**src/rtl/full_adder_nbit_pkg.sv**
```systemverilog
// Shared constants for the registered n-bit ripple-carry adder.
// Holds the default operand width used by full_adder_nbit.
package full_adder_nbit_pkg;

    localparam int BIT_DEFAULT = 4;

endpackage

```
**src/rtl/full_adder_nbit_cell.sv**
```systemverilog
// 1-bit combinational full-adder cell.
// Ports: a_i, b_i, cin_i -> s_o (sum bit), cout_o (carry out).
module full_adder (
    input  logic a_i,
    input  logic b_i,
    input  logic cin_i,
    output logic s_o,
    output logic cout_o
);

    logic p;

    assign p      = a_i ^ b_i;
    assign s_o    = p ^ cin_i;
    assign cout_o = (a_i & b_i) | (cin_i & p);

endmodule

```
**src/rtl/full_adder_nbit.sv**
```systemverilog
// Registered BIT-wide ripple-carry adder: {cout_o,sum_o} = a_i+b_i+cin_i.
// Ports: clk_i, rst_ni, valid_i, a_i, b_i, cin_i -> sum_o, cout_o, valid_o.
module full_adder_nbit
    import full_adder_nbit_pkg::*;
#(
    parameter int BIT = BIT_DEFAULT
) (
    input  logic           clk_i,
    input  logic           rst_ni,
    input  logic           valid_i,
    input  logic [BIT-1:0] a_i,
    input  logic [BIT-1:0] b_i,
    input  logic           cin_i,
    output logic [BIT-1:0] sum_o,
    output logic           cout_o,
    output logic           valid_o
);

    logic [BIT:0]   carry;
    logic [BIT-1:0] sum_d;
    logic           cout_d;
    logic [BIT-1:0] sum_q;
    logic           cout_q;
    logic           valid_q;

    assign carry[0] = cin_i;

    for (genvar k = 0; k < BIT; k++) begin : g_cell
        full_adder u_fa (
            .a_i    (a_i[k]),
            .b_i    (b_i[k]),
            .cin_i  (carry[k]),
            .s_o    (sum_d[k]),
            .cout_o (carry[k+1])
        );
    end

    assign cout_d = carry[BIT];

    // Result flops only load on valid, so operand X/Z while idle
    // never reaches the held outputs.
    always_ff @(posedge clk_i or negedge rst_ni) begin
        if (!rst_ni) begin
            sum_q   <= '0;
            cout_q  <= 1'b0;
            valid_q <= 1'b0;
        end else begin
            valid_q <= valid_i;
            if (valid_i) begin
                sum_q  <= sum_d;
                cout_q <= cout_d;
            end
        end
    end

    assign sum_o   = sum_q;
    assign cout_o  = cout_q;
    assign valid_o = valid_q;

endmodule

```
**config.mk**
```make
export PLATFORM = sky130hd
export DESIGN_NAME = full_adder_nbit
export DESIGN_NICKNAME = d
export VERILOG_FILES = /design/src/rtl/full_adder_nbit_pkg.sv /design/src/rtl/full_adder_nbit_cell.sv /design/src/rtl/full_adder_nbit.sv
export SDC_FILE = /design/constraint.sdc
export NUM_CORES = 1
export LEC_CHECK = 0
export ABC_CLOCK_PERIOD_IN_PS = 950
export BUFFER_PORTS_ARGS = -buffer_cell sky130_fd_sc_hd__buf_2
export CAP_MARGIN = 20
export CORE_AREA = 2 2 39 41
export CTS_CLUSTER_SIZE = 40
export DETAILED_ROUTE_END_ITERATION = 8
export DIE_AREA = 0 0 41 43
export PLACE_DENSITY = 0.48
export SKIP_LAST_GASP = 1
export SLEW_MARGIN = 30
export SYNTH_ARGS = -nofsm -noshare
export SYNTH_HDL_FRONTEND = slang
export SYNTH_SLANG_ARGS = --single-unit
```
**constraint.sdc**
```tcl
create_clock -name clk_i -period 0.95 [get_ports clk_i]
set_clock_uncertainty 0.05 [all_clocks]
set_input_delay 0.1425 -clock clk_i [delete_from_list [all_inputs] [get_ports clk_i]]
set_output_delay 0.1425 -clock clk_i [all_outputs]
set_load 0.1 [all_outputs]
```
; Word-level counts from Yosys, hierarchy flattened
; Cells that the tools add are included.
[totals]
register_bits = 6
inputBits = 12
out_inout_bits = 6
word_cells = 23
[classes]
bitwise_logic = 20
[ops]
columns = operator, n
row1 = $and A1 B1 Y1, 8
row2 = $xor A1 B1 Y1, 8
row3 = $or A1 B1 Y1, 4

; Logic depth before layout (Yosys ltp)
; Gate-level depths: netlist of run 1.
[depth]
ltp_word = 9
mapped_depth = 8

; Modules after synthesis
; Synthesis of run 1 repeated with hierarchy kept, for this count alone.
[unflattened]
hier_cells = 15
hier_area_um2 = 286.5
[modules_own_cells]
columns = mod, n_inst, cells_per_inst, area_per_inst_um2, seq_area_each_um2
row1 = full_adder_nbit, 1, 11, 206.4, 150.1
row2 = full_adder, 4, 1, 20.0, 0.0

; Worst setup path after synthesis of run 1
; OpenSTA, ideal clock, no wires.
[synth_timing]
kind = input to register
from = input port a_i[0]
to = register sum_q[3], in the netlist sum_o[3]
setup_time_ns = 0.078
arrival_time_ns = 1.716
required_ns = 0.822
slack_ns = -0.894
path_stages = 8
path_cell_list = inv_1 fa_1 inv_1 fa_1 fa_1 inv_1 fa_1 a21oi_1
[synth_between]
elab_chain_cells = 8
word_cells_on_any_way = 9
[synth_lines]
columns = element, line_no
row1 = start: declaration, full_adder_nbit.sv:11  ; input logic [BIT-1:0] a_i,
row2 = $xor A1 B1 Y1, full_adder_nbit_cell.sv:13  ; assign p = a_i ^ b_i;
row3 = $and A1 B1 Y1, full_adder_nbit_cell.sv:15  ; assign cout_o = (a_i & b_i) | (cin_i & p);
row4 = $or A1 B1 Y1 (*), full_adder_nbit_cell.sv:15
row5 = $and A1 B1 Y1 (*), full_adder_nbit_cell.sv:15
row6 = $or A1 B1 Y1 (*), full_adder_nbit_cell.sv:15
row7 = $and A1 B1 Y1 (*), full_adder_nbit_cell.sv:15
row8 = $or A1 B1 Y1 (*), full_adder_nbit_cell.sv:15
row9 = $xor A1 B1 Y1 (*), full_adder_nbit_cell.sv:14  ; assign s_o = p ^ cin_i;
row10 = end signal: assignment, full_adder_nbit.sv:50  ; sum_q <= sum_d;
row11 = end: declaration, full_adder_nbit.sv:22  ; logic [BIT-1:0] sum_q;
; Mark *: on every way between the ends. The rest lies on a longest branch, timed or not.
; A chain may end at the register's enable or synchronous reset.

; Worst setup path after layout of run 1
[layout_timing]
from = input port cin_i
to = register sum_q[3], in the netlist sum_o[3]
[layout_between]
elab_chain_cells = 7
[layout_lines]
columns = element, line_no
row1 = start: declaration, full_adder_nbit.sv:13  ; input logic cin_i,
row2 = $and A1 B1 Y1, full_adder_nbit_cell.sv:15
row3 = $or A1 B1 Y1, full_adder_nbit_cell.sv:15
row4 = $and A1 B1 Y1, full_adder_nbit_cell.sv:15
row5 = $or A1 B1 Y1, full_adder_nbit_cell.sv:15
row6 = $and A1 B1 Y1, full_adder_nbit_cell.sv:15
row7 = $or A1 B1 Y1, full_adder_nbit_cell.sv:15
row8 = $xor A1 B1 Y1, full_adder_nbit_cell.sv:14
; No other way between the ends.

==> flow_summary.yaml, run 1 <==
status:
  status: "finished with violations"
  violations: "negative setup slack"
final_layout:
  stdcell_count: 63
  drive_gt1_share_pct: 74.5
  synthToLayoutAreaGrowth_pct: 78.3
  final_core_util_pct: 42.4
  diodes: 0
  nets: 64
  final_area_um2: 587
drt:
  ant_nets: 0
  first_pass_iters: 2
  via_count: 237
  post_drt_wl_per_cell_um: 8.65
  vias_per_cell: 3.76
  drt_iter0_drc: 2
  drc: 0
  routed_wl_um: 545
global_routing:
  grt_pass1_vias: 252
  grt_pass1_wl_um: 1000
  overflow: 0
  antenna_found_initial: 0
  grt_max_degree: 9
  grt_use_total_pct: 8.94
die:
  num_rows: 14
  ioPinCount: 18
  die_h_um: 43
  die_x_um: 41
  start_util_pct: 23.8
  die-area_um2: 1760
  core-area_um2: 1380
placement:
  place_ws_ns: -1.00
  placed_cells: 58
  place_congestion: 0.604
  dp_hpwl_um: 490
  io_buffers: 17
  dpl-instance-area_um2: 537
yosys:
  synth.avg_cell_area_um2: 12.7
  syn-instance-count: 26
  synth.top_cell.area_share_pct: 45.6
  syn_area_um2: 329
  yosysWarnings: 0
  synth_seq_area_share_pct: 45.6
  synth_seq_cells: 6
  ys_top_cells_by_area: "dfrtp_1, fa_1, inv_1"
  ys_types: 8
  yosysTopAreaCell: "dfrtp_1"
  synth_fp_nets: 42
setup_path:
  start_kind: "primary input"
  worstRegToRegCells: 1
  critPathRequiredTime_ns: 1.07
  worstReg2RegStart: "sum_o[2]"
  crit_path_end_kind: "register"
  cp.arrival_ns: 1.80
  crit_path_frequent_cell: "fa_2"
  worst-setup-path-type: "in -> reg"
  critPathMaxFanout: 1
  slowest_stage: "fa_1"
  reg2reg_to: "sum_o[2]"
  ff2ff_setup_slack_ns: 0.10
  max_stage_delay_ns: 0.42
  cp_cell_sequence: "buf_2 -> inv_1 -> fa_2 -> inv_2 -> fa_2 -> fa_2 -> inv_2 -> fa_1 -> a21oi_2"
job:
  cap_violations: 0
sta:
  max_slew.worst_pin.slew_ns: 0.187
  max-slew-margin-rel_pct: 87.5
  hold_viol_final: 0
  finalSetupViolCount: 10
  slew_violations: 0
  final.setup.worst_slack_ns: -0.727
  rsz0062_at_grt: "true"
  post-route-min-period_ns: 1.68
  fmax_mhz: 596
  finalCritPeriodShare_pct: 177
worst_hold_path:
  hp-start: "valid_i"
  whs_path_depth: 1
  holdCritPathClass: "in -> reg"
  worstHoldEndpoint: "valid_o"
power_and_ir_drop:
  seqPwrFrac_pct: 28.4
  comb_power_share_pct: 51.6
  p_leak_uw: 0.000283
  power_density_nw_per_um2: 2140
  p_clk_share_pct: 20.0
  p_int_uw: 718
  switching_share_pct: 42.8
  peakVddDrop_mv: 0.683
  p_sw_uw: 537
cts:
  htreeDepth: 1
  cts_buffers: 3
  cts_tree: "yes"
  cts-root-buf: "clkbuf_4"
  clock_path_buffers: 2
  clk_pin_slew_worst_paths_ns: 0.05
  clkSinkCount: 6
  cts_setup_buffers: 0
  clock_latency_ns: 0.24
[cell usage in the layout, fill, tap and decap left out]
| cell type | count |
|---|---|
| clkbuf_1 | 1 |
| a21oi_2 | 1 |
| mux2i_1 | 1 |
| inv_8 | 1 |
| dlygate4sd3_1 | 1 |
| fa_1 | 1 |
| dfrtp_2 | 4 |
| buf_8 | 1 |
| inv_2 | 3 |
| a21oi_1 | 1 |
| dfrtp_1 | 1 |
| dfrtp_4 | 1 |
| clkbuf_4 | 3 |
| buf_2 | 10 |
| inv_1 | 4 |
| mux2_4 | 2 |
| buf_12 | 6 |
| fa_2 | 3 |
| nor2_1 | 2 |
[kinds of logic after synthesis]
group           share of synthesized area, %
mux                                     12.2
buf+inv                                 12.5
compound gates                          3.04
simple gates                            2.28
flops                                   45.6
fa+ha+maj                               24.3
[sequential cells by signal (all words and copies together) (netlist names)]
name,cells
valid_o,1
sum_o,4
cout_o,1
[timing repair]
item                                    in CTS  in global routing
resized for setup                            3                  2
hold buffers                                 1                  0
pin swaps                                    0                  1
endpoints found under the setup margin      10                 10
hold endpoints to repair                     6                  0
cloned                                       0                  0
[how the worst max path moves through the flow]
stage,startpoint,to,slack (ns),depth (start not counted)
6_report,cin_i,sum_o[3],-0.73,9
5_1_grt,b_i[0],sum_o[3],-0.79,9
4_1_cts,cin_i,sum_o[3],-0.73,9
3_5_place_dp,a_i[0],sum_o[3],-1.00,9
3_3_place_gp,a_i[0],sum_o[3],-0.99,9
2_1_floorplan,cin_i,sum_o[3],-0.80,8
[metrics by stage]
step           total power [uW]  hold slack (ns)  setup TNS [ns]
6_report                   1260           0.0706           -2.62
4_1_cts                    1270           0.0583           -2.65
5_1_grt                    1320           0.0710           -2.96
3_5_place_dp               1000          -0.0787           -3.49
3_3_place_gp                994          -0.0794           -3.42
2_1_floorplan               742           -0.203           -2.66
[area by class of cell]
type	instances	area, um2
Sequential cell	6	159
Inverter	8	37.5
Timing Repair Buffer	18	195
Multi-Input combinational cell	11	149
Fill cell	137	797
Tap cell	16	20.0
Clock buffer	4	26.3
[power groups by stage]
stage          Sequential, uW  Combinational (uW)  Clock (uW)
6_report                  356                 648         251
5_1_grt                   363                 677         277
4_1_cts                   358                 647         262
3_5_place_dp              362                 639           0
3_3_place_gp              359                 635           0
2_1_floorplan             649                92.6           0
[synth_stat cells]
library cell,n
mux2i_1,1
dfrtp_1,6
mux2_4,2
nor2_1,2
buf_6,1
a21oi_1,2
fa_1,4
inv_1,8
[layer usage]
layer	track usage [%]	share of wire, %	routed length [um]	up-vias
met5	0	0	0	-
met4	2.00	0	0	0
met1	10.4	35	192	108
li1	-	-	-	115
met2	13.1	56	307	14
met3	6.28	8.1	44	0
[critical path, delay by kind of cell]
family / cells / cell delay (ns)
adders and majority gates: 4 / 1.28
buffers and inverters: 4 / 0.26
AOI/OAI and AO/OA: 1 / 0.12
Power figures use the tool's default switching activity.
==> inputs of run 2 (changes only) <==
--- a/config.mk
+++ b/config.mk
@@ -13,6 +13,7 @@
 export DETAILED_ROUTE_END_ITERATION = 8
 export DIE_AREA = 0 0 41 43
 export PLACE_DENSITY = 0.48
+export REMOVE_ABC_BUFFERS = 1
 export SKIP_LAST_GASP = 1
 export SLEW_MARGIN = 30
 export SYNTH_ARGS = -nofsm -noshare
==> run 2 against run 1 <==
Effect of this change: first-iteration DRC count down 100%; largest power group unchanged; routed wire length up 3.1%; flip-flop and latch count unchanged; clock power down 7%; the run still ends with negative setup slack left; sequential power down 3%; critical endpoint unchanged; maximum frequency up 0.83%.
==> flow_summary.yaml, run 2 (synthesis gave the netlist of run 1 again) <==
status:
  status: "finished with violations"
  violations: "negative setup slack"
sta:
  hold_viol_final: 0
  post-route-min-period_ns: 1.66
  max-slew-margin-rel_pct: 87.5
  finalSetupViolCount: 10
  max_slew.worst_pin.slew_ns: 0.187
  finalCritPeriodShare_pct: 175
  rsz0062_at_grt: "true"
  fmax_mhz: 601
  slew_violations: 0
  final.setup.worst_slack_ns: -0.714
final_layout:
  fill_cells: 140
  final_cell_mix: "buf_2, dfrtp_1, buf_12, inv_2, fa_2"
  final_common_cell: "buf_2"
  nets: 66
  drive_gt1_share_pct: 70.8
  diodes: 0
  largest_reg_flops: 4
  synthToLayoutAreaGrowth_pct: 79.1
die:
  num_rows: 14
  die-area_um2: 1760
  core-area_um2: 1380
  ioPinCount: 18
  start_util_pct: 23.8
  die_x_um: 41
  die_h_um: 43
drt:
  ant_nets: 0
  routed_wl_um: 562
  via_count: 241
  vias_per_cell: 3.77
  drt_iter0_drc: 0
  drc: 0
  post_drt_wl_per_cell_um: 8.78
  first_pass_iters: 1
global_routing:
  grt_max_degree: 9
  grt_pass1_wl_um: 910
  grt_pass1_vias: 254
  grt_use_total_pct: 8.46
  antenna_found_initial: 0
  overflow: 0
setup_path:
  worst-setup-path-type: "in -> reg"
  critPathMaxFanout: 1
  cp_cell_sequence: "buf_6 -> inv_4 -> fa_2 -> inv_2 -> fa_2 -> fa_2 -> inv_2 -> fa_2 -> a21oi_2"
  crit_path_end_kind: "register"
  crit_path_frequent_cell: "fa_2"
  start_kind: "primary input"
  critPathRequiredTime_ns: 1.07
  slowest_stage: "fa_2"
  ff2ff_setup_slack_ns: -0.01
  max_stage_delay_ns: 0.43
  cp.arrival_ns: 1.78
cts:
  clock_path_buffers: 2
  clk_pin_slew_worst_paths_ns: 0.04
  cts_buffers: 3
  htreeDepth: 1
  clock_latency_ns: 0.24
  clkSinkCount: 6
  cts-root-buf: "clkbuf_4"
  cts_tree: "yes"
placement:
  io_buffers: 17
  dp_hpwl_um: 422
  place_ws_ns: -1.07
  place_congestion: 0.601
worst_hold_path:
  holdCritPathClass: "in -> reg"
power_and_ir_drop:
  peakVddDrop_mv: 1.07
  p_leak_uw: 0.000294
  power_density_nw_per_um2: 2110
  power_uw: 1240
job:
  cap_violations: 0
==> run 2: cell type report <==
| class | count | area, um2 | area share [%] |
|---|---|---|---|
| Inverter | 8 | 32.5 | 5.52 |
| Multi-Input combinational cell | 11 | 151 | 25.7 |
| Sequential cell | 6 | 150 | 25.5 |
| Clock buffer | 3 | 22.5 | 3.82 |
| Timing Repair Buffer | 20 | 213 | 36.1 |
| Tap cell | 16 | 20.0 | 3.40 |
==> run 2: power by group <==
| group | internal (uW) | switching (uW) |
|---|---|---|
| logic | 267 | 401 |
| clock network | 143 | 89.8 |
| registers | 299 | 44.5 |
| total | 709 | 536 |
==> run 2: final timing paths <==
kind / start / end / cells after the start
worst min register to register: sum_o[2] / sum_o[2] / 1
max in group asynchronous: rst_ni / valid_o / 2
worst min-delay path: valid_i / valid_o / 1
worst max register to register: sum_o[1] / sum_o[1] / 2
min in group asynchronous: rst_ni / sum_o[0] / 2
worst max-delay path: a_i[0] / sum_o[3] / 9
==> run 2: timing repair <==
item | 4_1_cts | 5_1_grt
endpoints found under the hold margin | 6 | 0
resized for setup | 8 | 5
hold buffers | 1 | 0
pin swaps | 1 | 0
setup endpoints to repair | 10 | 10
setup buffers | 2 | 0
==> run 2: worst max-delay path, delay by kind of cell <==
kind	cells	cell delay, ns
AO/OA/AOI/OAI	1	0.12
adder cells (fa/ha/maj)	4	1.29
buffers and inverters	4	0.23
==> run 2: stage by stage <==
| stage | instance area, um2 | setup TNS [ns] | hold slack [ns] | utilization [%] | instances |
|---|---|---|---|---|---|
| after floorplan | 318 | -3.87 | -0.203 | - | 25 |
| after global placement | 513 | -3.38 | -0.0786 | 37.1 | 58 |
| after detailed placement | 513 | -3.42 | -0.0793 | 37.1 | 58 |
| after CTS | 574 | -2.44 | 0.0739 | 41.5 | 64 |
| after global routing | 589 | -2.64 | 0.0841 | 42.6 | 64 |
| final | 589 | -2.35 | 0.0825 | 42.6 | 64 |
==> run 2: metal layers <==
layer	global-route usage (%)	wire length (um)	share of wire, %	up-vias
met5	0	0	0	-
met4	8.00	0	0	0
met3	4.71	54	9.6	0
met2	10.9	280	50	11
met1	9.12	228	41	111
li1	-	-	-	119
